===== config.mk =====
export PLATFORM = sky130hd
export DESIGN_NAME = jtdd_rom_arb
export DESIGN_NICKNAME = d
export VERILOG_FILES = /design/src/rtl/jtdd_rom_pkg.sv /design/src/rtl/jtdd_rom_slot.sv /design/src/rtl/jtdd_rom_arb.sv
export SDC_FILE = /design/constraint.sdc
export NUM_CORES = 1
export LEC_CHECK = 0
export CAP_MARGIN = 20
export CORE_MARGIN = 5
export CORE_UTILIZATION = 37
export DETAILED_ROUTE_END_ITERATION = 16
export MAX_ROUTING_LAYER = met4
export PLACE_DENSITY = 0.71
export SLEW_MARGIN = 10
export SYNTH_ARGS = -nofsm -noshare
export SYNTH_HDL_FRONTEND = slang
export SYNTH_HIERARCHICAL = 1
export SYNTH_SLANG_ARGS = --single-unit
export TNS_END_PERCENT = 30

===== constraint.sdc =====
create_clock -name clk -period 6.3 [get_ports clk]
set_input_delay 1.89 -clock clk [delete_from_list [all_inputs] [get_ports clk]]
set_output_delay 1.89 -clock clk [all_outputs]
set_load 0.005 [all_outputs]

===== src/rtl/jtdd_rom_pkg.sv =====
// Shared constants for the graphics ROM arbiter: requester indices, FSM encoding
// and the default SDRAM word offsets of each ROM region.
package jtdd_rom_pkg;

    localparam logic [1:0] CHAR = 2'd0;
    localparam logic [1:0] SCR  = 2'd1;
    localparam logic [1:0] OBJ  = 2'd2;

    localparam logic [1:0] ST_IDLE = 2'd0;
    localparam logic [1:0] ST_REQ  = 2'd1;
    localparam logic [1:0] ST_WAIT = 2'd2;

    localparam logic [21:0] CHAR_OFF_DEF = 22'h00000;
    localparam logic [21:0] SCR_OFF_DEF  = 22'h04000;
    localparam logic [21:0] OBJ_OFF_DEF  = 22'h14000;

    // Round-robin successor: char -> scr -> obj -> char
    function automatic logic [1:0] rr_next(input logic [1:0] idx);
        return (idx == OBJ) ? CHAR : idx + 2'd1;
    endfunction

endpackage


===== src/rtl/jtdd_rom_slot.sv =====
// One-word cache for a single ROM requester: stores the last fetched word,
// compares the word address and picks the addressed byte.
module jtdd_rom_slot #(
    parameter int AW = 15
) (
    input  logic          clk,
    input  logic          rst,
    input  logic          cs,
    input  logic [AW-1:0] addr,
    input  logic          fill,
    input  logic [AW-1:1] fill_tag,
    input  logic [15:0]   fill_word,
    output logic [7:0]    data,
    output logic          ok,
    output logic          miss
);

    // Only the word part of the byte address is kept; bit 0 selects the byte.
    logic [AW-1:1] tag;
    logic [15:0]   word;
    logic          valid;

    always_ff @(posedge clk or posedge rst) begin
        if (rst) begin
            tag   <= '0;
            word  <= '0;
            valid <= 1'b0;
        end else if (fill) begin
            tag   <= fill_tag;
            word  <= fill_word;
            valid <= 1'b1;
        end
    end

    assign ok   = cs && valid && (addr[AW-1:1] == tag);
    assign miss = cs && !ok;
    assign data = addr[0] ? word[15:8] : word[7:0];

endmodule


===== src/rtl/jtdd_rom_arb.sv =====
// Shares one SDRAM read port between the char, scroll and obj ROM requesters,
// with a one-word cache per requester and round-robin miss scheduling.
module jtdd_rom_arb
    import jtdd_rom_pkg::*;
#(
    parameter int          CHAR_AW  = 15,
    parameter int          SCR_AW   = 17,
    parameter int          OBJ_AW   = 18,
    parameter logic [21:0] CHAR_OFF = CHAR_OFF_DEF,
    parameter logic [21:0] SCR_OFF  = SCR_OFF_DEF,
    parameter logic [21:0] OBJ_OFF  = OBJ_OFF_DEF
) (
    input  logic               clk,
    input  logic               rst,
    input  logic               char_cs,
    input  logic [CHAR_AW-1:0] char_addr,
    output logic [7:0]         char_data,
    output logic               char_ok,
    input  logic               scr_cs,
    input  logic [SCR_AW-1:0]  scr_addr,
    output logic [7:0]         scr_data,
    output logic               scr_ok,
    input  logic               obj_cs,
    input  logic [OBJ_AW-1:0]  obj_addr,
    output logic [7:0]         obj_data,
    output logic               obj_ok,
    output logic [21:0]        sdram_addr,
    output logic               sdram_req,
    input  logic               sdram_ack,
    input  logic               sdram_rdy,
    input  logic [15:0]        sdram_data
);

    localparam int MAX_AW = (CHAR_AW > SCR_AW)
                          ? ((CHAR_AW > OBJ_AW) ? CHAR_AW : OBJ_AW)
                          : ((SCR_AW  > OBJ_AW) ? SCR_AW  : OBJ_AW);
    localparam int TW = MAX_AW - 1;

    // sdram_req/sdram_ack: the request is a level held with a stable address until
    // the one-cycle ack; sdram_rdy is a one-cycle pulse carrying the word.
    logic [1:0]    state;
    logic [1:0]    gnt;
    logic [1:0]    last_grant;
    logic [TW-1:0] ftag;
    logic [2:0]    miss;
    logic          found;
    logic [1:0]    pick;
    logic [1:0]    cand;
    logic [21:0]   pick_addr;
    logic [TW-1:0] pick_tag;
    logic          fill_any;

    // A same-cycle ack+rdy in REQ counts as ack followed by rdy.
    assign fill_any = sdram_rdy && ((state == ST_WAIT) || (state == ST_REQ && sdram_ack));

    always_comb begin
        found = 1'b0;
        pick  = CHAR;
        cand  = last_grant;
        for (int k = 0; k < 3; k++) begin
            cand = rr_next(cand);
            if (!found && miss[cand]) begin
                found = 1'b1;
                pick  = cand;
            end
        end
    end

    always_comb begin
        pick_addr = CHAR_OFF + 22'(char_addr[CHAR_AW-1:1]);
        pick_tag  = TW'(char_addr[CHAR_AW-1:1]);
        case (pick)
            SCR: begin
                pick_addr = SCR_OFF + 22'(scr_addr[SCR_AW-1:1]);
                pick_tag  = TW'(scr_addr[SCR_AW-1:1]);
            end
            OBJ: begin
                pick_addr = OBJ_OFF + 22'(obj_addr[OBJ_AW-1:1]);
                pick_tag  = TW'(obj_addr[OBJ_AW-1:1]);
            end
            default: ;
        endcase
    end

    always_ff @(posedge clk or posedge rst) begin
        if (rst) begin
            state      <= ST_IDLE;
            sdram_req  <= 1'b0;
            sdram_addr <= '0;
            gnt        <= CHAR;
            last_grant <= OBJ;
            ftag       <= '0;
        end else begin
            case (state)
                ST_IDLE: if (found) begin
                    gnt        <= pick;
                    sdram_addr <= pick_addr;
                    ftag       <= pick_tag;
                    sdram_req  <= 1'b1;
                    state      <= ST_REQ;
                end
                ST_REQ: if (sdram_ack) begin
                    sdram_req <= 1'b0;
                    if (sdram_rdy) begin
                        last_grant <= gnt;
                        state      <= ST_IDLE;
                    end else begin
                        state <= ST_WAIT;
                    end
                end
                ST_WAIT: if (sdram_rdy) begin
                    last_grant <= gnt;
                    state      <= ST_IDLE;
                end
                default: state <= ST_IDLE;
            endcase
        end
    end

    jtdd_rom_slot #(.AW(CHAR_AW)) u_char (
        .clk(clk), .rst(rst), .cs(char_cs), .addr(char_addr),
        .fill(fill_any && gnt == CHAR), .fill_tag(ftag[CHAR_AW-2:0]), .fill_word(sdram_data),
        .data(char_data), .ok(char_ok), .miss(miss[CHAR])
    );

    jtdd_rom_slot #(.AW(SCR_AW)) u_scr (
        .clk(clk), .rst(rst), .cs(scr_cs), .addr(scr_addr),
        .fill(fill_any && gnt == SCR), .fill_tag(ftag[SCR_AW-2:0]), .fill_word(sdram_data),
        .data(scr_data), .ok(scr_ok), .miss(miss[SCR])
    );

    jtdd_rom_slot #(.AW(OBJ_AW)) u_obj (
        .clk(clk), .rst(rst), .cs(obj_cs), .addr(obj_addr),
        .fill(fill_any && gnt == OBJ), .fill_tag(ftag[OBJ_AW-2:0]), .fill_word(sdram_data),
        .data(obj_data), .ok(obj_ok), .miss(miss[OBJ])
    );

endmodule


[Word level (Yosys, flattened, before mapping)]
Cells that the tools add are included.
Storage, ports and cells
  register bits: 144
  input port bits: 73
  output and inout port bits: 50
  logic and storage cells: 99
Operators by class
  add/subtract/negate cells: 5
  magnitude comparators: 3
  equality and inequality tests: 15
  multiplexer cells: 31
  reductions and logical operators: 30
Operators with widths (count)
  one-hot mux 18 bit (2 select lines): 1
  one-hot mux 17 bit (2 select lines): 1
  2-to-1 mux 2 bit: 12
  2-to-1 mux 8 bit: 3
  adder 17 x 17 -> 18 bit (first input constant): 1
  adder 15 x 16 -> 17 bit (first input constant): 1
  equality test 17 bit: 1
  equality test 16 bit: 1
  logical AND 1 bit: 16
  equality test 14 bit: 1
  equality test 2 bit (second input constant): 6
  < comparator 2 x 3 -> 1 bit (second input constant): 3
  2-to-1 mux 1 bit: 8
  adder 2 x 1 -> 2 bit (second input constant): 3
  binary-select mux 1 bit (select 2 bit): 3
  equality test 2 x 1 -> 1 bit (second input constant): 3
  inequality test 2 bit (second input constant): 3
  one-hot mux 2 bit (3 select lines): 1
  AND reduction 3 bit: 2
  logical NOT 1 bit: 5
  logical NOT 2 bit: 2
  one-hot mux 2 bit (2 select lines): 1
  AND reduction 2 bit: 2
  nonzero test 2 bit: 2
  other kinds (2): 2

[Longest topological paths before layout]
  word-level depth: 15
  depth in mapped cells: 12

[Hierarchy]
Netlist, hierarchy kept.
Modules (own cells, without submodules)
  jtdd_rom_arb: times used 1, cells an instance 179, area each 1761.7 sq um, seq. area each 701.9 sq um
  jtdd_rom_slot at u_obj: times used 1, cells an instance 107, area each 1545.2 sq um, seq. area each 850.8 sq um
  jtdd_rom_slot at u_scr: times used 1, cells an instance 104, area each 1496.4 sq um, seq. area each 825.8 sq um
  jtdd_rom_slot at u_char: times used 1, cells an instance 96, area each 1397.6 sq um, seq. area each 775.7 sq um

[Worst setup path before layout]
Ideal clock, no wire load.
  path type: in2out
  start: input obj_addr[11]
  end: output obj_ok
  data arrival time: 2.717 ns
  data required time: 4.410 ns
  slack: 1.693 ns
  stages: 4
  path buffers: 0
  cells stage by stage: xor2_1 -> nor4_1 -> nand3_1 -> nor4_1
On the way
  cells in the longest elaborated chain, start to end: 2
Ends and longest elaborated chain
  start, declared: line jtdd_rom_arb.sv:24  | input logic [OBJ_AW-1:0] obj_addr,
  equality test 17 bit: line jtdd_rom_slot.sv:35  | assign ok = cs && valid && (addr[AW-1:1] == tag);
  logical AND 1 bit: line jtdd_rom_slot.sv:35
  end, declared: line jtdd_rom_arb.sv:26  | output logic obj_ok,
Every way passes these cells.

[Worst setup path in the final report]
  start: input obj_addr[8]
  end: output obj_ok
The elaborated chain is that of the path after synthesis.

==> run metrics <==
Resize count post-CTS 0; Pleak 3.340 nW; Layout area overhead 30.27%; CP cell instances clkdlybuf4s50_1 > xor2_1 > nor4_1 > nand3_1 > nor4_1 > clkdlybuf4s50_1; max incr delay on CP 640 ps; GR Overflow Total 0; die height around 140 um; Design Area, Final 0.008078 mm^2; global placer's final weighted congestion roughly 0.81; Final min period 6072 ps; Clk Latency, worst-skew pair between 400 and 500 ps; routed via count 4370; Routed WL per cell 20.79 um; global routing usage on met1 a little under a quarter; maxcap violations 0; drt total wl 17250 um; DR pass1 iterations 4; initial antenna violation count 3; reg-to-reg startpoint u_obj/tag[8]$_DFFE_PP0P_; slowest stage cell, crit path clkdlybuf4s50_1; measured slew at the worst slew-check pin slightly above 900 ps; net switching power 0.001157 W; setup violators final 0; Worst Slack Setup Final around 230 ps; relative slew slack 39.15%; cell count after synthesis between 400 and 500; Place WS slightly below 300 ps; PD cells 456.0 mW/mm^2; maximum clock path buffer count 2; Critical Path Sink Type primary output; Max VDD drop 221.2 uV; CP startpoint kind input port; vias in the first global route 4815; endpoints failing hold 0; sw frac a little under a third; CP Max Fanout 2; R2R depth 11; fin crit share 96.38%; Mapped Area 0.006201 mm^2; synth unique cells 47; DIE WIDTH ~140 um; DR vias/cell 5.265; unrepaired setup endpoints after global routing no; Root Driver clkbuf_16; Synth Register Bits 126; Pins Over Slew Limit 0; hold path cells 1; hold_buf cts 0; Port Buffer Count 118; hold path startpoint u_scr/valid$_DFFE_PP0P_; Req. time, crit path roughly 4400 ps; Setup Fix Bufs, Post-CTS 0; ratio of cells with drive above 1 in the final layout ~29%; met3 usage 5.077%; yosys warns 6; sequential share of power about two fifths; Final #Nets 671; Internal 0.002526 W; sequential area share after synthesis 50.87%; GRT Total Usage 18.37%; Post-synth EDFFs 0; total die area 0.01945 mm^2; Hold Path Class reg2reg; HPWL Detailed 12230 um; Synth async-reset ratio between 90% and 100%; R2R Setup Slk 2570 ps; CTS tree yes; power share of the combinational group 35.5%; Syn Area/Cell 12.76 um^2; top_reg_cell synth dfrtp_1; Max Fclk roughly 0.16 GHz; clock skew 4.838 ps; site row count 47; post-route setup TNS 0 ps; reg-to-reg endpoint ftag[0]$_DFFE_PP0P_; kind of critical path in2out; Starting Density 37.53%; clock-pin slew on the worst setup and hold paths 60 ps; global-route wire length before repair 26960 um; initial DRC count 234; Layout fillers 1427; CTS buffer count 17; GR peak layer met2; Worst Hold End u_scr/valid$_DFFE_PP0P_; Global Route met2 Usage 29.06%; clock share of power about a quarter; Boundary Pins 123; clock tree sinks 126; outcome complete, no violations; Core Area 0.01652 mm^2; CTS H-tree lvls 4; placed cell areas about 0.0075 mm^2; largest net degree at the start of global routing 33; residual DRC count 0; Critical Path AT 4180 ps; Routed Antenna Nets 0
[through the flow]
step | utilization, % | instances | total power, W | hold WS (ps)
after CTS | 48.84 | 827 | 0.003705 | 470.4
final | 48.88 | 830 | 0.003683 | 471.8
after floorplan | - | 489 | 0.002221 | 436.4
after detailed placement | 45.41 | 795 | 0.002752 | 449.8
after global routing | 48.88 | 830 | 0.003880 | 486.8
after global placement | 45.41 | 795 | 0.002694 | 450.2
[layout make-up]
type                    count  area, um^2  share of cell area (%)
diodes                      3       7.507                 0.09294
clock buffers              19       452.9                   5.607
clock inverters            13       113.9                   1.410
inverters                   8       30.03                  0.3717
multi-input cells         310        2765                   34.23
flip-flops and latches    126        3154                   39.05
well taps                 220       275.3                   3.408
repair buffers            131        1279                   15.83
[critical path: cells and delay by family]
family	cells	cell delay, ps
buf+inv	2	1110
xor+xnor	1	190
simple gates	3	990
[cells by family after synthesis]
group / share of synthesized area [%]
flops: 50.87
mux: 22.01
compound gates: 8.878
simple gates: 5.629
buf+inv: 4.964
xor+xnor: 6.780
fa+ha+maj: 0.8071
other cells: 0.06047
[worst max-delay path by stage]
stage,from,endpoint,slack (ps),cells past startpoint
after CTS,obj_addr[8],obj_ok,280,6
after floorplan,obj_addr[11],obj_ok,1690,4
after global routing,obj_addr[15],obj_ok,150,6
after detailed placement,obj_addr[8],obj_ok,300,6
after global placement,obj_addr[8],obj_ok,290,6
final,obj_addr[8],obj_ok,230,6
[Yosys cell counts, drive strengths merged (4+ instances only)]
cell    instances  share of area, %
a221oi         14               2.0
a22oi           4              0.48
buf            34               3.8
clkbuf         11              0.71
dfrtp         125                50
ha              4              0.81
inv             8              0.48
mux2          120                22
nand2           6              0.36
nand4           5              0.50
nor2b          17               1.8
nor3            4              0.40
nor4            9              0.91
o21ai          23               1.9
o31ai          19               2.3
or2             4              0.44
xnor2          17               2.4
xor2           31               4.4
[registers in the layout, indices dropped and copies added (netlist names)]
signal / cells
u_scr/word: 16
gnt: 2
u_scr/valid: 1
u_obj/word: 16
u_char/word: 16
u_char/tag: 14
u_scr/tag: 16
u_char/valid: 1
last_grant: 2
u_obj/valid: 1
u_obj/tag: 17
state: 2
sdram_addr: 4
sdram_req: 1
ftag: 17
[cell usage in the layout, fill, tap and decap left out, types with 5 or more instances in the layout]
cell,n
xnor2_1,17
mux2_2,119
clkdlybuf4s50_1,118
xor2_1,31
o31ai_1,19
dfrtp_1,125
clkinvlp_4,5
nor2b_1,16
nor4_1,9
o21ai_1,12
nand4_1,5
clkbuf_16,17
a221oi_1,14
buf_4,13
inv_1,7
o21ai_0,11
nand2_1,6
[power groups by stage]
| stage | Combinational (W) | Sequential, W | Clock (W) |
|---|---|---|---|
| after floorplan | 0.000860 | 0.00136 | 0 |
| after global placement | 0.00127 | 0.00142 | 0 |
| after detailed placement | 0.00130 | 0.00145 | 0 |
| after CTS | 0.00132 | 0.00144 | 0.000949 |
| after global routing | 0.00141 | 0.00148 | 0.000985 |
| final | 0.00131 | 0.00144 | 0.000932 |
[layer usage]
layer | part of all wire [%] | up-vias | wire [um]
met3 | 6.7 | 24 | 1158
met1 | 44 | 2187 | 7577
met2 | 48 | 197 | 8272
met4 | 1.4 | 0 | 245
li1 | - | 1962 | -
met5 | 0 | - | 0
(Power assumes the default switching activity.)
